--- src/rtl/qarma128_pkg.sv ---
// qarma128_pkg
//   Shared constants and helpers for the QARMA-128 tweak/key datapaths.
//   Cell 0 is the most significant byte of a 128-bit state (bits [127:120]),
//   cell 15 the least significant (bits [7:0]).
//   H / HINV : tweak cell permutation h and its inverse (out cell i = in cell X[i]).
//   OMEGA_CELLS : cells that pass through the omega LFSR (bit 15 = cell 0).
package qarma128_pkg;

   localparam int CELL_W = 8;
   localparam int NCELLS = 16;

   typedef logic [3:0] cell_idx_t;

   localparam cell_idx_t H [NCELLS] = '{
      4'd6, 4'd5, 4'd14, 4'd15, 4'd0, 4'd1, 4'd2, 4'd3,
      4'd7, 4'd12, 4'd13, 4'd4, 4'd8, 4'd9, 4'd10, 4'd11
   };

   localparam cell_idx_t HINV [NCELLS] = '{
      4'd4, 4'd5, 4'd6, 4'd7, 4'd11, 4'd1, 4'd0, 4'd8,
      4'd12, 4'd13, 4'd14, 4'd15, 4'd9, 4'd10, 4'd2, 4'd3
   };

   localparam logic [NCELLS-1:0] OMEGA_CELLS = 16'b1101_1000_1001_0100;

   typedef enum logic {ST_IDLE, ST_RUN} sched_state_e;

   // Omega LFSR step: shift right, feedback x[0]^x[2] into the MSB.
   function automatic logic [CELL_W-1:0] omega_fwd(input logic [CELL_W-1:0] x);
      return {x[0] ^ x[2], x[7:1]};
   endfunction

   // Undo omega: x[7:1] = y[6:0], and x[0] = y[7]^x[2] = y[7]^y[1].
   function automatic logic [CELL_W-1:0] omega_inv(input logic [CELL_W-1:0] y);
      return {y[6:0], y[7] ^ y[1]};
   endfunction

endpackage

--- src/rtl/qarma128_tweak_sched_if.sv ---
// qarma128_tweak_sched_if
//   Load and round-tweak streams of the tweak scheduler.
//   load_*   : one 128-bit tweak plus direction in (valid/ready).
//   tk_*     : ROUNDS round tweaks out (valid/ready) with round index and last flag.
//   slave    : scheduler side; master : producer/consumer side.
interface qarma128_tweak_sched_if;
   logic         load_valid;
   logic         load_ready;
   logic [127:0] tweak_in;
   logic         dir;
   logic         tk_valid;
   logic         tk_ready;
   logic [127:0] tk_data;
   logic [3:0]   tk_round;
   logic         tk_last;

   modport slave (
      input  load_valid, tweak_in, dir, tk_ready,
      output load_ready, tk_valid, tk_data, tk_round, tk_last
   );

   modport master (
      output load_valid, tweak_in, dir, tk_ready,
      input  load_ready, tk_valid, tk_data, tk_round, tk_last
   );
endinterface

--- src/rtl/qarma128_tweak_update.sv ---
// qarma128_tweak_update
//   Combinational tweak update.
//   t      : current tweak (cell 0 = bits [127:120])
//   inv    : 0 -> U(t) = omega(h(t)), 1 -> U^-1(t) = h^-1(omega^-1(t))
//   t_next : updated tweak
module qarma128_tweak_update
   import qarma128_pkg::*;
(
   input  logic [127:0] t,
   input  logic         inv,
   output logic [127:0] t_next
);

   logic [CELL_W-1:0] tc [NCELLS];   // input cells
   logic [CELL_W-1:0] wc [NCELLS];   // input cells after inverse omega

   always_comb begin
      for (int i = 0; i < NCELLS; i++) begin
         tc[i] = t[CELL_W*(NCELLS-1-i) +: CELL_W];
      end
      for (int i = 0; i < NCELLS; i++) begin
         wc[i] = OMEGA_CELLS[NCELLS-1-i] ? omega_inv(tc[i]) : tc[i];
      end
      t_next = '0;
      for (int i = 0; i < NCELLS; i++) begin
         if (inv) begin
            t_next[CELL_W*(NCELLS-1-i) +: CELL_W] = wc[HINV[i]];
         end else begin
            // omega is selected by the output cell position, after h.
            t_next[CELL_W*(NCELLS-1-i) +: CELL_W] =
               OMEGA_CELLS[NCELLS-1-i] ? omega_fwd(tc[H[i]]) : tc[H[i]];
         end
      end
   end

endmodule

--- src/rtl/qarma128_tweak_sched.sv ---
// qarma128_tweak_sched
//   Sequential tweak schedule: loads one tweak and streams ROUNDS round
//   tweaks, beat k = U^k(load) (dir = 0) or U^-k(load) (dir = 1).
//   clk, rst_n : clock, synchronous active-low reset
//   bus        : load stream in, round-tweak stream out (slave modport)
//   All outputs are registered; the update is combinational on tk_data.
module qarma128_tweak_sched
   import qarma128_pkg::*;
#(
   parameter int ROUNDS = 11
)(
   input  logic                   clk,
   input  logic                   rst_n,
   qarma128_tweak_sched_if.slave  bus
);

   localparam logic [3:0] LAST_RND = 4'(ROUNDS - 1);
   localparam logic       ONE_RND  = (ROUNDS == 1);

   sched_state_e state_q, state_d;
   logic [127:0] tk_data_q, tk_data_d;
   logic [3:0]   tk_round_q, tk_round_d;
   logic         tk_valid_q, tk_valid_d;
   logic         tk_last_q, tk_last_d;
   logic         load_ready_q, load_ready_d;
   logic         dir_q, dir_d;
   logic [127:0] tk_upd;

   qarma128_tweak_update u_update (
      .t      (tk_data_q),
      .inv    (dir_q),
      .t_next (tk_upd)
   );

   always_comb begin
      state_d    = state_q;
      tk_data_d  = tk_data_q;
      tk_round_d = tk_round_q;
      tk_valid_d = tk_valid_q;
      tk_last_d  = tk_last_q;
      dir_d      = dir_q;
      case (state_q)
         ST_IDLE: begin
            if (bus.load_valid && load_ready_q) begin
               state_d    = ST_RUN;
               tk_data_d  = bus.tweak_in;
               tk_round_d = '0;
               dir_d      = bus.dir;
               tk_valid_d = 1'b1;
               tk_last_d  = ONE_RND;
            end
         end
         ST_RUN: begin
            if (tk_valid_q && bus.tk_ready) begin
               if (tk_round_q == LAST_RND) begin
                  // tk_data/tk_round keep the last beat; only valid drops.
                  state_d    = ST_IDLE;
                  tk_valid_d = 1'b0;
                  tk_last_d  = 1'b0;
               end else begin
                  tk_data_d  = tk_upd;
                  tk_round_d = tk_round_q + 4'd1;
                  tk_last_d  = ((tk_round_q + 4'd1) == LAST_RND);
               end
            end
         end
         default: state_d = ST_IDLE;
      endcase
      // Registered ready tracks the next state so it rises right after the last beat.
      load_ready_d = (state_d == ST_IDLE);
   end

   always_ff @(posedge clk) begin
      if (!rst_n) begin
         state_q      <= ST_IDLE;
         tk_data_q    <= '0;
         tk_round_q   <= '0;
         tk_valid_q   <= 1'b0;
         tk_last_q    <= 1'b0;
         load_ready_q <= 1'b1;
         dir_q        <= 1'b0;
      end else begin
         state_q      <= state_d;
         tk_data_q    <= tk_data_d;
         tk_round_q   <= tk_round_d;
         tk_valid_q   <= tk_valid_d;
         tk_last_q    <= tk_last_d;
         load_ready_q <= load_ready_d;
         dir_q        <= dir_d;
      end
   end

   assign bus.load_ready = load_ready_q;
   assign bus.tk_valid   = tk_valid_q;
   assign bus.tk_data    = tk_data_q;
   assign bus.tk_round   = tk_round_q;
   assign bus.tk_last    = tk_last_q;

endmodule

--- src/flat_wrapper.sv ---
// flat-port wrapper written by rule: the top's interface ports become plain ports
module qarma128_tweak_sched_flat import qarma128_pkg::*;
#(
   parameter int ROUNDS = 11
)
  (clk, rst_n, bus_load_valid, bus_tweak_in, bus_dir, bus_tk_ready, bus_load_ready, bus_tk_valid, bus_tk_data, bus_tk_round, bus_tk_last);
  qarma128_tweak_sched_if bus_i ();
  input  logic clk;
  input  logic rst_n;
  input wire logic [$bits(bus_i.load_valid)-1:0] bus_load_valid;
  input wire logic [$bits(bus_i.tweak_in)-1:0] bus_tweak_in;
  input wire logic [$bits(bus_i.dir)-1:0] bus_dir;
  input wire logic [$bits(bus_i.tk_ready)-1:0] bus_tk_ready;
  output wire logic [$bits(bus_i.load_ready)-1:0] bus_load_ready;
  output wire logic [$bits(bus_i.tk_valid)-1:0] bus_tk_valid;
  output wire logic [$bits(bus_i.tk_data)-1:0] bus_tk_data;
  output wire logic [$bits(bus_i.tk_round)-1:0] bus_tk_round;
  output wire logic [$bits(bus_i.tk_last)-1:0] bus_tk_last;
  assign bus_i.load_valid = bus_load_valid;
  assign bus_i.tweak_in = bus_tweak_in;
  assign bus_i.dir = bus_dir;
  assign bus_i.tk_ready = bus_tk_ready;
  assign bus_load_ready = bus_i.load_ready;
  assign bus_tk_valid = bus_i.tk_valid;
  assign bus_tk_data = bus_i.tk_data;
  assign bus_tk_round = bus_i.tk_round;
  assign bus_tk_last = bus_i.tk_last;
  qarma128_tweak_sched #(.ROUNDS(ROUNDS)) u_core (.clk(clk), .rst_n(rst_n), .bus(bus_i));
endmodule
--- config.mk ---
export PLATFORM = sky130hd
export DESIGN_NAME = qarma128_tweak_sched_flat
export DESIGN_NICKNAME = d
export VERILOG_FILES = /design/src/rtl/qarma128_pkg.sv /design/src/rtl/qarma128_tweak_sched_if.sv /design/src/rtl/qarma128_tweak_update.sv /design/src/rtl/qarma128_tweak_sched.sv /design/src/flat_wrapper.sv
export SDC_FILE = /design/constraint.sdc
export NUM_CORES = 1
export LEC_CHECK = 0
export BUFFER_PORTS_ARGS = -buffer_cell sky130_fd_sc_hd__buf_2
export CORE_MARGIN = 1.5
export CORE_UTILIZATION = 30
export CTS_BUF_LIST = sky130_fd_sc_hd__clkbuf_8 sky130_fd_sc_hd__clkbuf_16
export DETAILED_ROUTE_END_ITERATION = 8
export HOLD_SLACK_MARGIN = 0.03
export PLACE_DENSITY = 0.57
export SLEW_MARGIN = 25
export SYNTH_ARGS = -nofsm -noshare
export SYNTH_HDL_FRONTEND = slang
export SYNTH_HIERARCHICAL = 1
export SYNTH_SLANG_ARGS = --single-unit
--- constraint.sdc ---
create_clock -name clk -period 4.62 [get_ports clk]
set_input_delay 0.231 -clock clk [delete_from_list [all_inputs] [get_ports clk]]
set_output_delay 0.231 -clock clk [all_outputs]
set_load 0.02 [all_outputs]
==> results.cfg, run 1 <==
[run_status]
outcome = complete, no violations

[setup_path]
start_kind = register
arrival_ns = 2.86
reg2reg_to = u_core/bus.tk_data[63]
reg2regPathDepth = 4
endpoint_kind = register
crit-reg2reg-launch = u_core/state_q
critPathKind = register to register
cp_data_required_time_ns = 4.96
ff2ff_setup_slack_ns = 2.11
crit_fanout = 48

[global_routing]
track_usage_pct = 18.4
grt_pass1_vias = 6856
grt_overflow = 0
grt_max_degree = 153
antenna_found_initial = 4
grt_pass1_wl_um = 42600

[logic_synthesis]
syn_nets = 1055
synthArstFlopShare_pct = 0
netlist_instances = 919
syn_area_per_cell_um2 = 9.62
synthDominantCellAreaShare_pct = 31.0
yosysTopAreaCell = dfxtp_1
yosysWarningCount = 6
ys_top_cells_by_count = nand2_1 (270), mux2_2 (190), dfxtp_1 (137)
ys_ff_latch = 137
syn_area_mm2 = 0.00884
ys_types = 32
synth-edff-count = 0
yosysSeqAreaShare_pct = 31.0
yosysMostFrequentCell = nand2_1
synthFlopType = dfxtp_1
yosys-top-cells-area = dfxtp_1 (31%), mux2_2 (24%), mux2i_1 (15%)

[hold_path]
holdPathEnd = u_core/dir_q
holdCritPathClass = input pin to register
hold_path_startpoint = bus_dir
hold-path-cell-count = 3

[cts]
cts_root_buf = clkbuf_16
clockBufferDepth = 2
path_clk_slew_ns = 0.06
hold_buffers = 0
post_cts_resize_count = 0
cts.sinks = 137
clk_latency_ns = 0.42
h-tree-depth = 4
tritoncts = yes
post_cts_buffers = 0
cts_made_buffers = 17

[timing]
clock-skew-final_ns = 0.0133
setup_slack_ns = 2.11
finalCriticalPeriod_ns = 2.51
worst_pin_slew_ns = 0.851
slew_violations = 0
max_freq_ghz = 0.398
setup_viol = 0
rsz0062_at_grt = no
relSlewSlack_pct = 43.2
hold_viol = 0
period_share_pct = 54.4
setup_tns_ns = 0

[finish]
layout-drive-gt1-share_pct = 47.9
final_net_count = 1274
syn2layout_area_growth_pct = 23.7
finalCoreUtilization_pct = 37.9

[detailed_routing]
routed_wl_um = 28900
dr.first_iter.drc_count = 467
viasPerCell = 4.77
wl_per_cell_um = 18.8
firstDrtPassIters = 5
postRouteAntennaNets = 0
via_count = 7334
drc = 0

[die]
die_y_um = 175
die-area_mm2 = 0.0305
io_pins = 268
fp.dieW_um = 175
initial_utilization_pct = 30.6
core_mm2 = 0.0289
rows = 62

[power]
power.density_mw_per_mm2 = 327
ir_worst_vdd_mv = 0.227
leakage_nw = 5.33

[placement]
dpl_worst_slack_ns = 2.05
dpl.hpwl_um = 20500
io_buffers = 267
place_congestion = 0.831

[flow_run]
drv_cap = 0
==> final cells by class <==
type	count	area [um^2]
Antenna cell	4	10.0
Multi-Input combinational cell	703	5680
Clock inverter	13	106
Sequential cell	137	2750
Inverter	5	18.8
Clock buffer	18	439
Tap cell	384	480
Fill cell	2971	17900
Timing Repair Buffer	274	1450
==> cells by family (layout without fill, tap and decap cells) <==
logic type / count (synthesis) / after routing / synth area share, %
buffers and inverters: 79 / 310 / 4.84
adders and majority gates: 3 / 3 / 0.425
and+or+nand+nor: 287 / 287 / 12.7
muxes: 372 / 372 / 47.8
xor gates and xnor gates: 15 / 15 / 1.49
AOI/OAI and AO/OA: 26 / 26 / 1.77
DFF: 137 / 137 / 31.0
other: 0 / 4 / 0
==> state kept, by name, indices dropped and copies added, names as in the netlist <==
register               count
u_core/bus.tk_round        4
u_core/dir_q               1
u_core/bus.tk_valid        1
u_core/state_q             1
u_core/bus.tk_data       128
u_core/bus.tk_last         1
u_core/bus.load_ready      1
==> placed cells by master, fill, tap and decap left out, types with 2 or more instances in the layout <==
cell type / count
nand2_1: 270
buf_2: 266
mux2_2: 190
dfxtp_1: 135
mux2i_1: 130
mux2_4: 52
clkbuf_16: 17
xnor2_1: 14
a21oi_1: 9
nor2_1: 8
o21ai_0: 8
inv_1: 6
clkinv_2: 5
diode_2: 4
buf_12: 4
clkinv_4: 3
ha_1: 3
buf_4: 3
clkinvlp_4: 2
clkbuf_8: 2
o22ai_1: 2
o32ai_1: 2
dfxtp_4: 2
==> power breakdown <==
group	internal, mW	total, mW	switching [mW]
Clock	0.747	1.30	0.556
Sequential	1.27	1.43	0.160
Combinational	0.427	0.843	0.415
Total	2.44	3.57	1.13
==> metrics by stage <==
stage                     area (um^2)  power, mW  instances  hold WS [ns]
after floorplan                  8840       2.02        919         0.375
after global placement          10400       2.29       1503         0.481
after detailed placement        10400       2.30       1503         0.472
after CTS                       10900       3.61       1534        0.0371
after global routing            10900       3.74       1538        0.0748
final                           10900       3.57       1538        0.0581
==> metal layers <==
| layer | routed length [um] | GRT usage [%] | up-vias |
|---|---|---|---|
| li1 | - | - | 3601 |
| met5 | 0 | 0 | - |
| met2 | 13400 | 28.9 | 215 |
| met1 | 13600 | 25.1 | 3493 |
| met3 | 1310 | 3.46 | 25 |
| met4 | 514 | 6.52 | 0 |
==> critical path, cell delays in order (launching register included) <==
cell      delay, ns
dfxtp_4        0.78
nand3b_4       0.31
a22o_4         0.69
buf_12         0.37
mux2i_1        0.24
==> worst max-delay path by stage <==
| stage | to | depth (start not counted) | from | slack, ns |
|---|---|---|---|---|
| floorplan | u_core/bus.tk_data[58] | 8 | u_core/bus.tk_round[0] | 2.81 |
| global placement | u_core/bus.tk_data[34] | 4 | u_core/state_q | 2.11 |
| detailed placement | u_core/bus.tk_data[93] | 4 | u_core/state_q | 2.05 |
| CTS | u_core/bus.tk_data[93] | 4 | u_core/state_q | 2.05 |
| global route | u_core/bus.tk_data[67] | 4 | u_core/state_q | 1.93 |
| finish | u_core/bus.tk_data[63] | 4 | u_core/state_q | 2.11 |
Note: power is estimated with default switching activity, not from simulation.
==> run 2, diff against run 1 <==
Settings changed: PLACE_DENSITY 0.57 to 0.59.
Clock period 4.62 ns to 2.3 ns, I/O delays scaled along.
==> run 2 against run 1 <==
  * Hold slack gained 0.021 ns
  * Wire length shrank 0.22%
  * Flip-flop and latch count unchanged
  * Non-clock buffer count is 8 higher
  * Critical path type unchanged
  * Count of clock-buffer cells in the layout fell by 1
  * Highest routed layer unchanged
==> results.cfg, run 2 (synthesis results as in run 1) <==
[cts]
clockBufferDepth = 2
post_cts_resize_count = 0
path_clk_slew_ns = 0.07
cts.sinks = 137
tritoncts = yes
cts_made_buffers = 17
clk_latency_ns = 0.42
h-tree-depth = 4
post_cts_buffers = 0
cts_root_buf = clkbuf_16

[timing]
rsz0062_at_grt = no
worst_pin_slew_ns = 0.610
clock-skew-final_ns = 0.0112
max_freq_ghz = 0.479
setup_viol = 0
hold_slack_ns = 0.0788
slew_violations = 0
hold_viol = 0
period_share_pct = 90.7
setup_tns_ns = 0
setup_slack_ns = 0.213
relSlewSlack_pct = 59.3
finalCriticalPeriod_ns = 2.09

[global_routing]
grt_max_degree = 91
grt_overflow = 0
track_usage_pct = 18.4
grt_use_met1_pct = 25.3
busiest_layer = met2
grt_pass1_vias = 6998
use_met2_pct = 29.2
antenna_found_initial = 2
grt_pass1_wl_um = 42700
use_met3_pct = 3.24

[setup_path]
crit_path_top_delay_cell = a22o_4
arrival_ns = 2.43
crit-reg2reg-launch = u_core/bus.tk_round[0]
cp_cell_sequence = inv_1, ha_1, and3b_1, a22o_4, buf_4, mux2i_1
start_kind = register
cp_data_required_time_ns = 2.65
crit_fanout = 29
endpoint_kind = register
cp_num_buf_inv = 2
slowest_delay_ns = 0.51
crit_path_start = u_core/bus.tk_round[0]
crit_family = compound AO/OA/AOI/OAI gates
critPathKind = register to register

[finish]
fill_cells = 2964
final_net_count = 1282
final_common_cell = nand2_1
finalCoreUtilization_pct = 38.6
final_cell_mix = nand2_1 (270), buf_2 (266), mux2_2 (190)
syn2layout_area_growth_pct = 25.9
layout.cells.non_filler = 1545
ff_latch_area_mm2 = 0.00275
layout-drive-gt1-share_pct = 48.1
largest_reg_flops = 128
fin_area_mm2 = 0.0111
multiInputGateArea_mm2 = 0.00568

[placement]
place_congestion = 0.817
dp.cells = 1509
place_area_mm2 = 0.0105
io_buffers = 267
dpl.hpwl_um = 20800
dpl_worst_slack_ns = 0.238

[die]
initial_utilization_pct = 30.6
core_mm2 = 0.0289
io_pins = 268
fp.dieW_um = 175
rows = 62
die-area_mm2 = 0.0305
die_y_um = 175

[run_status]
outcome = complete, no violations

[detailed_routing]
via_count = 7396
firstDrtPassIters = 4
postRouteAntennaNets = 0
drc = 0
wl_per_cell_um = 18.6
viasPerCell = 4.79
routed_wl_um = 28800
dr.first_iter.drc_count = 429

[hold_path]
holdCritPathClass = input pin to register
hold_path_startpoint = bus_tweak_in[103]

[power]
leakage_nw = 5.43
power.density_mw_per_mm2 = 679
p_total_mw = 7.56
ir_worst_vdd_mv = 0.417

[flow_run]
drv_cap = 0
==> run 2: cell types whose count changed in the layout (fill, tap and decap cells not counted), sizes merged <==
cell	delta
inv	+3
clkinv	-2
dlygate4sd3	+2
clkbuf	-1
diode	-2
buf	+6
bufinv	+3
clkinvlp	-2
==> run 2: layer usage <==
layer  vias up  share of wire, %
met4         0               2.2
met3        33               4.4
met5         -                 0
li1       3614                 -
met1      3538                47
met2       211                46
==> run 2: cell type report <==
class	instances	share of cell area, %
clock inverter	15	1.77
sequential	137	24.7
antenna	2	0.0450
tap	384	4.32
inverter	5	0.169
timing repair buffer	282	14.2
multi-input combinational	703	51.0
clock buffer	17	3.82
==> run 2: path summary, 6_finish.rpt <==
path	cells past startpoint	to	slack (ns)
setup / recovery	6	u_core/bus.tk_data[113]	0.21
hold reg to reg	2	u_core/bus.tk_data[116]	0.49
hold / removal	4	u_core/bus.tk_data[103]	0.08
setup reg to reg	6	u_core/bus.tk_data[113]	0.21
==> run 2: repair_timing <==
item	CTS	global route
hold buffers	2	0
hold endpoints to repair	2	0
endpoints found under the setup margin	0	0
==> run 2: worst min-delay path: cells and delay by family <==
kind | cells | cell delay [ns]
buf+inv | 1 | 0.07
mux | 2 | 0.23
simple gates | 1 | 0.04
==> run 2: report_power, final <==
part,total (mW),leakage [nW],internal (mW),switching [mW]
registers,2.82,1.12,2.55,0.274
clock network,2.97,0.313,1.82,1.14
logic,1.77,4.00,0.884,0.885
